$ cat src/rtl/pipe_ctrl_pkg.sv
// Shared constants, state encoding and instruction decode helpers for the pipeline stall controller.
// Used by both default and STALL_PERF_COUNTERS_EN builds.
package pipe_ctrl_pkg;

    localparam logic [4:0] OP_ALU  = 5'd0;
    localparam logic [4:0] OP_J    = 5'd1;
    localparam logic [4:0] OP_BNE  = 5'd2;
    localparam logic [4:0] OP_JAL  = 5'd3;
    localparam logic [4:0] OP_JR   = 5'd4;
    localparam logic [4:0] OP_ADDI = 5'd5;
    localparam logic [4:0] OP_BLT  = 5'd6;
    localparam logic [4:0] OP_SW   = 5'd7;
    localparam logic [4:0] OP_LW   = 5'd8;
    localparam logic [4:0] OP_SETX = 5'd21;
    localparam logic [4:0] OP_BEX  = 5'd22;

    localparam logic [4:0] ALUOP_MUL = 5'd6;
    localparam logic [4:0] ALUOP_DIV = 5'd7;

    localparam logic [31:0] NOP_WORD = 32'd0;

    // Wide enough for the largest allowed multdiv timeout (255).
    localparam int WAIT_CNT_W = 8;

    typedef enum logic [1:0] {
        RUN     = 2'b00,
        MD_WAIT = 2'b01
    } md_state_e;

    function automatic logic isMdOp(input logic [31:0] instr);
        return (instr[31:27] == OP_ALU) &&
               ((instr[6:2] == ALUOP_MUL) || (instr[6:2] == ALUOP_DIV));
    endfunction

    function automatic logic isMul(input logic [31:0] instr);
        return instr[6:2] == ALUOP_MUL;
    endfunction

endpackage

$ cat src/rtl/pipeline_stall_controller_sat_counter.sv
// Saturating up-counter with synchronous clear; clear wins over increment.
module sat_counter
    import pipe_ctrl_pkg::*;
#(
    parameter int WIDTH = 8
) (
    input  logic             clock,
    input  logic             clr,
    input  logic             inc,
    output logic [WIDTH-1:0] count
);

    logic [WIDTH-1:0] r_count;

    always_ff @(posedge clock) begin
        if (clr) begin
            r_count <= '0;
        end else if (inc && (r_count != {WIDTH{1'b1}})) begin
            r_count <= r_count + 1'b1;
        end
    end

    assign count = r_count;

endmodule

$ cat src/rtl/pipeline_stall_controller.sv
// Enacts load-use stalls, branch flushes and the multdiv issue/wait handshake.
// Define STALL_PERF_COUNTERS_EN to add saturating stall/flush performance counters.
module pipeline_stall_controller
    import pipe_ctrl_pkg::*;
#(
    parameter int MD_TIMEOUT = 64,
    parameter int CNT_W      = 32
) (
    input  logic              clock,
    input  logic              reset,
    input  logic              DX_stalling_mux_select,
    input  logic [31:0]       DX_Latch_Instr,
    input  logic              branch_taken,
    input  logic              md_result_rdy,
    input  logic              md_exception,
    output logic              PC_we,
    output logic              FD_we,
    output logic              DX_we,
    output logic              XM_we,
    output logic              WB_we,
    output logic              FD_flush,
    output logic              DX_nop_select,
    output logic              XM_nop_select,
    output logic              ctrl_MULT,
    output logic              ctrl_DIV,
    output logic              md_result_we,
    output logic              md_error,
`ifdef STALL_PERF_COUNTERS_EN
    output logic [CNT_W-1:0]  lu_stall_cnt,
    output logic [CNT_W-1:0]  md_stall_cnt,
    output logic [CNT_W-1:0]  flush_cnt,
`endif
    output logic              md_busy
);

    localparam logic [WAIT_CNT_W-1:0] TIMEOUT_LAST = WAIT_CNT_W'(MD_TIMEOUT - 1);

    md_state_e               r_state;
    md_state_e               w_nextState;
    logic [WAIT_CNT_W-1:0]   w_waitCnt;
    logic                    w_mdOp;
    logic                    w_isMul;
    logic                    w_timeout;
    logic                    w_issue;
    logic                    w_waitInc;
    logic                    w_luStall;
    logic                    w_flush;

    assign w_mdOp    = isMdOp(DX_Latch_Instr);
    assign w_isMul   = isMul(DX_Latch_Instr);
    assign w_timeout = (w_waitCnt == TIMEOUT_LAST);

    always_ff @(posedge clock) begin
        if (reset) begin
            r_state <= RUN;
        end else begin
            r_state <= w_nextState;
        end
    end

    always_comb begin
        w_nextState   = RUN;
        PC_we         = 1'b1;
        FD_we         = 1'b1;
        DX_we         = 1'b1;
        XM_we         = 1'b1;
        WB_we         = 1'b1;
        FD_flush      = 1'b0;
        DX_nop_select = 1'b0;
        XM_nop_select = 1'b0;
        ctrl_MULT     = 1'b0;
        ctrl_DIV      = 1'b0;
        md_result_we  = 1'b0;
        md_error      = 1'b0;
        md_busy       = 1'b0;
        w_issue       = 1'b0;
        w_waitInc     = 1'b0;
        w_luStall     = 1'b0;
        w_flush       = 1'b0;

        case (r_state)
            RUN: begin
                if (branch_taken) begin
                    FD_flush      = 1'b1;
                    DX_nop_select = 1'b1;
                    w_flush       = 1'b1;
                end else if (DX_stalling_mux_select) begin
                    PC_we         = 1'b0;
                    FD_we         = 1'b0;
                    DX_nop_select = 1'b1;
                    w_luStall     = 1'b1;
                end else if (w_mdOp) begin
                    ctrl_MULT     = w_isMul;
                    ctrl_DIV      = ~w_isMul;
                    PC_we         = 1'b0;
                    FD_we         = 1'b0;
                    DX_we         = 1'b0;
                    XM_nop_select = 1'b1;
                    w_issue       = 1'b1;
                    w_nextState   = MD_WAIT;
                end
            end
            // The mul/div stays frozen in DX, so stall and branch requests cannot be genuine here.
            MD_WAIT: begin
                md_busy = 1'b1;
                if (md_result_rdy) begin
                    md_result_we = 1'b1;
                    md_error     = md_exception;
                end else if (w_timeout) begin
                    md_result_we = 1'b1;
                    md_error     = 1'b1;
                end else begin
                    PC_we         = 1'b0;
                    FD_we         = 1'b0;
                    DX_we         = 1'b0;
                    XM_nop_select = 1'b1;
                    w_waitInc     = 1'b1;
                    w_nextState   = MD_WAIT;
                end
            end
            default: w_nextState = RUN;
        endcase

        if (reset) begin
            w_nextState   = RUN;
            PC_we         = 1'b1;
            FD_we         = 1'b1;
            DX_we         = 1'b1;
            XM_we         = 1'b1;
            WB_we         = 1'b1;
            FD_flush      = 1'b0;
            DX_nop_select = 1'b0;
            XM_nop_select = 1'b0;
            ctrl_MULT     = 1'b0;
            ctrl_DIV      = 1'b0;
            md_result_we  = 1'b0;
            md_error      = 1'b0;
            md_busy       = 1'b0;
            w_issue       = 1'b0;
            w_waitInc     = 1'b0;
            w_luStall     = 1'b0;
            w_flush       = 1'b0;
        end
    end

    sat_counter #(.WIDTH(WAIT_CNT_W)) u_waitCnt (
        .clock (clock),
        .clr   (reset | w_issue),
        .inc   (w_waitInc),
        .count (w_waitCnt)
    );

`ifdef STALL_PERF_COUNTERS_EN
    // MD stall cycles include the issue cycle as well as every MD_WAIT cycle.
    sat_counter #(.WIDTH(CNT_W)) u_luStallCnt (
        .clock (clock),
        .clr   (reset),
        .inc   (w_luStall),
        .count (lu_stall_cnt)
    );

    sat_counter #(.WIDTH(CNT_W)) u_mdStallCnt (
        .clock (clock),
        .clr   (reset),
        .inc   (w_issue | (r_state == MD_WAIT)),
        .count (md_stall_cnt)
    );

    sat_counter #(.WIDTH(CNT_W)) u_flushCnt (
        .clock (clock),
        .clr   (reset),
        .inc   (w_flush),
        .count (flush_cnt)
    );
`endif

endmodule

$ cat config.mk
export PLATFORM = sky130hd
export DESIGN_NAME = pipeline_stall_controller
export DESIGN_NICKNAME = d
export VERILOG_FILES = /design/src/rtl/pipe_ctrl_pkg.sv /design/src/rtl/pipeline_stall_controller_sat_counter.sv /design/src/rtl/pipeline_stall_controller.sv
export SDC_FILE = /design/constraint.sdc
export NUM_CORES = 1
export LEC_CHECK = 0
export BUFFER_PORTS_ARGS = -buffer_cell sky130_fd_sc_hd__buf_2
export CORE_MARGIN = 2
export CORE_UTILIZATION = 40
export CTS_CLUSTER_DIAMETER = 80
export CTS_CLUSTER_SIZE = 30
export DETAILED_ROUTE_END_ITERATION = 7
export PLACE_DENSITY_LB_ADDON = 0.1
export SETUP_SLACK_MARGIN = 0.4
export SYNTH_ARGS = -nofsm -noshare
export SYNTH_HDL_FRONTEND = slang
export SYNTH_SLANG_ARGS = --single-unit
$ cat constraint.sdc
create_clock -name clock -period 3.65 [get_ports clock]
set_input_delay 0.1825 -clock clock [delete_from_list [all_inputs] [get_ports clock]]
set_output_delay 0.1825 -clock clock [all_outputs]
set_load 0.01 [all_outputs]
======== Word-level counts from Yosys, hierarchy flattened ========
Cells that the tools add are included.
operators by class
  equality and inequality tests ........... 5
  bitwise gates (word level) .............. 2
  reduce and logical (&&, ||, !) cells .... 5
  add/sub/neg operators ................... 1
  mux-type cells .......................... 52
operators with widths
  operator                                              count
  2-to-1 mux 1 bit                                      48
  equality test 5 x 3 -> 1 bit (second input constant)  2
  adder 8 x 1 -> 8 bit (second input constant)          1
  equality test 8 x 6 -> 1 bit (second input constant)  1
  != test 8 bit (second input constant)                 1
  case mux 1 bit (2 select lines)                       3
  zero test 5 bit                                       1
  case mux 2 bit (2 select lines)                       1
  equality test 2 x 1 -> 1 bit (second input constant)  1
  logical AND 1 bit                                     2
  zero test 2 bit                                       1
  logical OR 1 bit                                      1
  inverter 1 bit                                        1
  bitwise OR 1 bit                                      1
word-level totals
  flip-flop bits (word level) ............. 10
  output and inout bits ................... 13
  input port bits ......................... 38
  logic and storage cells ................. 67

======== Depth between registers and ports, before layout ========
Gate-level depths: netlist of run 1.
  depth in word-level cells ............... 9
  gate-level depth with buffers ........... 6
  depth with buffers taken out ............ 5

======== Cells and area by module ========
From an unflattened synthesis of run 1, not the netlist that was laid out.
unflattened totals
  cell total of the unflattened synthesis .. 80
  area total of the unflattened synthesis .. 695.7 µm²
by module, submodules not included
  module                     sequential area each (µm²)  cells each  instances  area an instance (µm²)
  sat_counter                160.2                       46          1          430.4
  pipeline_stall_controller  20.0                        34          1          265.3

======== Least setup slack after synthesis of run 1 ========
OpenSTA, ideal clock, no wires.
  kind .................................... reg2out
  start ................................... register u_waitCnt.r_count[0] (netlist: u_waitCnt.count[0])
  end ..................................... output PC_we
  data arrival time ....................... 1.623 ns
  stages on the path, launching flop included .. 7
  slack ................................... 1.845 ns
  required time ........................... 3.467 ns
  path buffers ............................ 1
  path through ............................ dfxtp_1 -> ha_1 -> nand3_1 -> nor4_1 -> or2b_2 -> o41a_1 -> buf_4
on the way
  longest elaborated chain between the ends .. 5
ends and longest elaborated chain
  what                             RTL line                                     RTL
  start, declared                  pipeline_stall_controller_sat_counter.sv:13  logic [WIDTH-1:0] r_count;
  start signal, assigned           pipeline_stall_controller_sat_counter.sv:19  r_count <= r_count + 1'b1;
  equality test 8 x 6 -> 1 bit     pipeline_stall_controller.sv:51              assign w_timeout = (w_waitCnt == TIMEOUT_LAST);
  2-to-1 mux 1 bit (2 in series)   n/a
  case mux 1 bit (2 select lines)  n/a
  2-to-1 mux 1 bit                 n/a
  end, declared                    pipeline_stall_controller.sv:16              output logic PC_we,
No other way between the ends.

======== Worst setup path after layout of run 1 ========
  start ................................... register u_waitCnt.r_count[0] (netlist: u_waitCnt.count[0])
  end ..................................... output PC_we
on the way
  longest elaborated chain between the ends .. 5
ends and longest elaborated chain
  what                             RTL line                          RTL
  equality test 8 x 6 -> 1 bit     pipeline_stall_controller.sv:51
  2-to-1 mux 1 bit                 pipeline_stall_controller.sv:109  end else if (w_timeout) begin
  2-to-1 mux 1 bit                 pipeline_stall_controller.sv:106  if (md_result_rdy) begin
  case mux 1 bit (2 select lines)  pipeline_stall_controller.sv:81   case (r_state)
  2-to-1 mux 1 bit                 pipeline_stall_controller.sv:124  if (reset) begin
No other way between the ends.

==> flow_summary_export.csv, run 1 <==
group,metric,value,unit
layout,diodes,0,
yosys,synth-simple-area-share,41.9,%
global_route,busiest_layer,"met2",
sta,slew_viol_final,0,
route,remaining_drc_errors,0,
die,initial_core_util,41.4,%
layout,area_delta_synth_final,25.9,%
yosys,synth_top_area_cell,"dfxtp_1",
critical_path,r2r-start,"u_waitCnt.count[0]",
critical_path,crit_start,"u_waitCnt.count[0]",
yosys,yosys.area_share.adder,2.05,%
yosys,synth_common_cells,"nor2_1, dfxtp_1, nand2_1",
power,p_per_area,255,nW/um^2
power,switching_share,23.0,%
placed_design,dp_hpwl,1000,microns
clock_network,ctsHoldBuffers,0,
layout,n_fill_cell,159,
yosys,synth_top_family_by_area,"simple AND/OR/NAND/NOR gates",
sta,whs,0.302,ns
placed_design,port_buffers,26,
hold_path,min_from,"DX_Latch_Instr[28]",
yosys,synth.area.mux_share,4.93,%
clock_network,clock_sinks,9,
sta,fin_setup_tns,0,ns
yosys,yosysTopAreaCellShare,29.6,%
die,io_pins,51,
clock_network,clockRootBuffer,"clkbuf_4",
route,via_count,616,
die,die_y,43.0,microns
yosys,async_flop_share,0,%
clock_network,htree_levels,1,
global_route,antenna_found_initial,0,
power,intPower,151,uW
sta,finClkSkew,0.000873,ns
yosys,synthTopCellsByArea,"dfxtp_1, nor2_1, mux2i_1",
die,dieArea,1850,sq um
critical_path,critPathBufInv,1,
critical_path,critPathMaxStageDelay,0.48,ns
clock_network,cts-resized-gates,0,
yosys,ys_seq_area_share,29.6,%
sta,hold_viol,0,
sta,min_period_over_period,61.9,%
global_route,grt_use_total,15.1,%
yosys,syn_area,609,sq um
hold_path,min_path_type,"input pin to register",
power,pwr-share-clk,38.8,%
global_route,grt_first_pass_wirelength,2150,microns
power,pwr-share-comb,11.1,%
critical_path,crit_path_end_kind,"output pin",
route,firstDrtPassIters,4,
yosys,synthFlopType,"dfxtp_1",
global_route,grtUsageMet2,23.3,%
die,core_area,1470,sq um
route,wire_per_inst,10.7,microns
yosys,post-synth-top-count-cell,"nor2_1",
global_route,met3_usage,6.38,%
yosys,synth_edf_count,0,
yosys,ys_ff_latch,9,
sta,rsz0062_at_grt,"false",
route,drtIter0Drc,8,
yosys,synth_area_per_cell,7.91,sq um
clock_network,clkTransAtPathRegs,0.06,ns
yosys,netlist_instances,77,
critical_path,crit_chain,"ha_1 > nand3_1 > nor4_1 > or2b_2 > o41a_1 > buf_2",
global_route,grt_max_degree,9,
critical_path,path_delay_family,"simple AND/OR/NAND/NOR gates",
route,via_per_inst,5.09,
global_route,grt_use_met1,20.3,%
clock_network,clock_latency,0.26,ns
sta,min_period,2.26,ns
clock_network,cts_buffers,3,
critical_path,crit_fanout,7,
clock_network,clk_path_buf_depth,2,
layout,final_nets,145,
critical_path,crit_arrival,2.08,ns
yosys,synth.distinct_cells,31,
die,fp-row-count,14,
sta,setup_viol,0,
critical_path,startpoint_type,"register",
power,p_leak,0.341,nW
layout,drive_gt1_share,34.3,%
yosys,synth_compound_area_share,13.1,%
route,ant_nets,0,
global_route,grt_pass1_vias,523,
layout,multiInputGateArea,403,sq um
yosys,synth_xor_area_share,2.87,%
layout,register_area,180,sq um
power,seq_power_share,50.1,%
critical_path,worstSetupPathType,"register to output pin",
yosys,ys_warn_count,0,
outcome,status,"finished, final reports clean",
critical_path,crit_path_top_delay_cell,"nor4_1",
route,wirelength,1290,microns
clock_network,cts_tree,"built",
die,die_w,43.0,microns
sta,max_freq,443,MHz
power,net-switching-power,45.0,uW
global_route,overflow,0,
clock_network,cts_setup_buffers,0,
power,ir_drop,217,uV
flow_run,maxCapViolCount,0,
critical_path,required,3.47,ns
placed_design,gp_congestion,0.792,
[per-stage QoR]
stage / instances / worst slack (ns) / util, % / total power, mW / instance area [sq um]
global placement: 117 / 1.69 / 50.3 / 0.122 / 741
floorplan: 78 / 1.84 / - / 0.111 / 613
CTS: 121 / 1.39 / 52.1 / 0.199 / 767
global route: 121 / 1.24 / 52.1 / 0.204 / 767
detailed placement: 117 / 1.69 / 50.3 / 0.122 / 741
finish: 121 / 1.39 / 52.1 / 0.196 / 767
[sequential cells by signal, summed over array words and instances, names as in the netlist]
register	cells
r_state	1
u_waitCnt.count	8
[layout make-up]
class | count | area share, %
inverters | 2 | 0.979
flip-flops and latches | 9 | 23.5
multi-input cells | 64 | 52.5
repair buffers | 26 | 17.0
well taps | 16 | 2.61
clock buffers | 4 | 3.43
[path summary, 6_finish.rpt]
check                                     endpoint  slack [ns]  cells past startpoint
worst max-delay path                         PC_we        1.39                      6
worst min-delay path                    r_state[0]        0.30                      4
worst min register to register  u_waitCnt.count[5]        0.55                      2
worst max register to register          r_state[0]        1.95                      5
[cells by family (layout without fill, tap and decap cells)]
kind of cell               count (synthesis)  after routing
adders and majority gates                  1              1
buffers and inverters                      5             32
other                                      1              2
muxes                                      3              3
DFF                                        9              9
AOI/OAI and AO/OA                         10             10
xor gates and xnor gates                   2              2
and+or+nand+nor                           46             46
[worst min-delay path: cells and delay by family]
family	cells	cell delay (ns)
AND/OR/NAND/NOR	3	0.23
buffers and inverters	1	0.10
[per-layer routing]
| layer | up-vias | routed length (microns) |
|---|---|---|
| met3 | 2 | 93 |
| met2 | 16 | 559 |
| li1 | 328 | - |
| met1 | 270 | 631 |
| met5 | - | 0 |
| met4 | 0 | 4 |
[power groups by stage]
stage	Combinational [mW]	Clock, mW	Sequential, mW
2_1_floorplan	0.0111	0	0.100
3_3_place_gp	0.0215	0	0.100
3_5_place_dp	0.0219	0	0.100
4_1_cts	0.0219	0.0791	0.0982
5_1_grt	0.0241	0.0823	0.0981
6_report	0.0217	0.0760	0.0982
[placed cells by master (no fill, tap or decap), drive strengths merged]
master | synthesis | final
nor4 | 1 | 1
clkbuf | 0 | 4
xnor2 | 1 | 1
nand3 | 3 | 3
and2 | 2 | 2
conb | 1 | 2
o311a | 1 | 1
xor2 | 1 | 1
mux2i | 3 | 3
nand4 | 1 | 1
a41oi | 1 | 1
nand4bb | 1 | 1
or3b | 1 | 1
nand2b | 1 | 1
a21o | 1 | 1
or2b | 1 | 1
and3b | 1 | 1
o2111a | 1 | 1
ha | 1 | 1
dfxtp | 9 | 9
or4 | 1 | 1
o41a | 1 | 1
buf | 3 | 26
or3 | 1 | 1
a21oi | 3 | 3
a211oi | 2 | 2
nor2 | 17 | 17
nor3 | 8 | 8
inv | 2 | 2
nand2 | 7 | 7
Power figures use the tool's default switching activity.
==> run 2, diff against run 1 <==
- CORE_UTILIZATION: 40 -> 37
- clock period: 3.65 -> 2.1 ns (I/O delays scaled with it)
==> flow_summary_export.csv, run 2 (synthesized netlist as in run 1, its figures left out) <==
group,metric,value,unit
outcome,status,"finished, final reports clean",
route,firstDrtPassIters,4,
clock_network,clock_latency,0.26,ns
power,p_leak,0.354,nW
sta,min_period_over_period,77.9,%
sta,hold_viol,0,
route,remaining_drc_errors,0,
route,via_count,632,
route,wire_per_inst,11.3,microns
sta,fin_setup_tns,0,ns
critical_path,crit_fanout,4,
die,dieArea,1990,sq um
global_route,grt_first_pass_wirelength,2200,microns
placed_design,place_ws,0.450,ns
critical_path,crit_arrival,1.53,ns
sta,min_period,1.64,ns
sta,fin_ws,0.464,ns
critical_path,crit_path_end_kind,"output pin",
die,die_w,44.6,microns
layout,drive_gt1_share,43.9,%
clock_network,htree_levels,1,
layout,diodes,0,
critical_path,worstSetupPathType,"register to output pin",
hold_path,min_path_type,"input pin to register",
sta,setup_viol,0,
die,io_pins,51,
critical_path,crit_start,"u_waitCnt.count[0]",
die,die_y,44.6,microns
clock_network,clockRootBuffer,"clkbuf_4",
placed_design,gp_congestion,0.731,
flow_run,maxCapViolCount,0,
layout,final_cell_mix,"buf_2, nor2_1, nand2_1, nor3_1, dfxtp_1",
global_route,overflow,0,
clock_network,cts_buffers,3,
die,core_area,1520,sq um
route,wirelength,1390,microns
hold_path,min_from,"DX_Latch_Instr[28]",
global_route,antenna_found_initial,0,
global_route,grt_max_degree,9,
placed_design,dp_hpwl,996,microns
route,ant_nets,0,
die,initial_core_util,40.0,%
route,via_per_inst,5.14,
clock_network,clock_sinks,9,
critical_path,path_delay_family,"simple AND/OR/NAND/NOR gates",
sta,rsz0062_at_grt,"true",
layout,final_nets,147,
critical_path,required,2.00,ns
sta,finClkSkew,0.00900,ns
clock_network,clkTransAtPathRegs,0.06,ns
critical_path,crit_path_top_delay_cell,"dfxtp_4",
power,p_per_area,406,nW/um^2
power,ir_drop,381,uV
sta,max_freq,611,MHz
layout,largest_reg_flops,8,
clock_network,cts_tree,"built",
critical_path,startpoint_type,"register",
placed_design,port_buffers,26,
route,drtIter0Drc,8,
critical_path,critPathMaxStageDelay,0.37,ns
layout,final_common_cell,"buf_2",
clock_network,clk_path_buf_depth,2,
layout,n_fill_cell,145,
global_route,grt_use_total,15.7,%
layout,area_delta_synth_final,37.4,%
die,fp-row-count,14,
sta,slew_viol_final,0,
critical_path,r2r-start,"u_waitCnt.count[0]",
critical_path,critPathBufInv,1,
global_route,grt_pass1_vias,535,
critical_path,crit_chain,"ha_4 > nand3_4 > nor4_4 > or2b_4 > o41a_1 > buf_2",
clock_network,ctsHoldBuffers,0,
-- run 2: metrics by stage --
step	std cells	power [mW]	util (%)	cell area, sq um	hold slack (ns)
after floorplan	78	0.194	-	619	0.258
after global placement	118	0.212	49.5	754	0.455
after detailed placement	118	0.212	49.5	754	0.458
after CTS	122	0.347	53.6	817	0.224
after global routing	123	0.356	54.9	837	0.253
final	123	0.340	54.9	837	0.216
-- run 2: timing repair --
action / CTS / global route
pin swaps: 1 / 0
gates resized for setup: 9 / 4
buffers inserted: 0 / 1
setup endpoints to repair: 6 / 3
-- run 2: report_power, final --
part | internal, mW | total, mW | switching [mW]
logic | 0.0186 | 0.0378 | 0.0192
registers | 0.169 | 0.169 | 0.0000163
clock network | 0.0731 | 0.132 | 0.0592
-- run 2: layout make-up --
| cell class | count | area, sq um | area share [%] |
|---|---|---|---|
| Multi-Input combinational cell | 64 | 450 | 53.8 |
| Sequential cell | 9 | 188 | 22.4 |
| Tap cell | 16 | 20.0 | 2.39 |
| Timing Repair Buffer | 28 | 145 | 17.3 |
| Clock buffer | 4 | 26.3 | 3.14 |
| Inverter | 2 | 7.51 | 0.897 |
-- run 2: worst paths after layout --
| kind | endpoint | cells after the start | slack, ns |
|---|---|---|---|
| min reg2reg | u_waitCnt.count[4] | 2 | 0.54 |
| max | PC_we | 6 | 0.46 |
| min | r_state[0] | 4 | 0.22 |
| max reg2reg | u_waitCnt.count[0] | 6 | 0.59 |
-- run 2: layer usage --
| metal | routed length, microns | part of all wire [%] | global-route usage [%] | vias to the layer above |
|---|---|---|---|---|
| met5 | 0 | 0 | 0 | - |
| met4 | 11 | 0.79 | 5.45 | 0 |
| met3 | 104 | 7.5 | 7.35 | 2 |
| met2 | 627 | 45 | 26.1 | 18 |
| met1 | 643 | 46 | 17.4 | 278 |
| li1 | - | - | - | 334 |
-- run 2: tightest hold or removal path, stage by stage --
cell,delay [ns]
buf_2,0.10
nor3_4,0.04
nand3_1,0.13
nand2_1,0.06
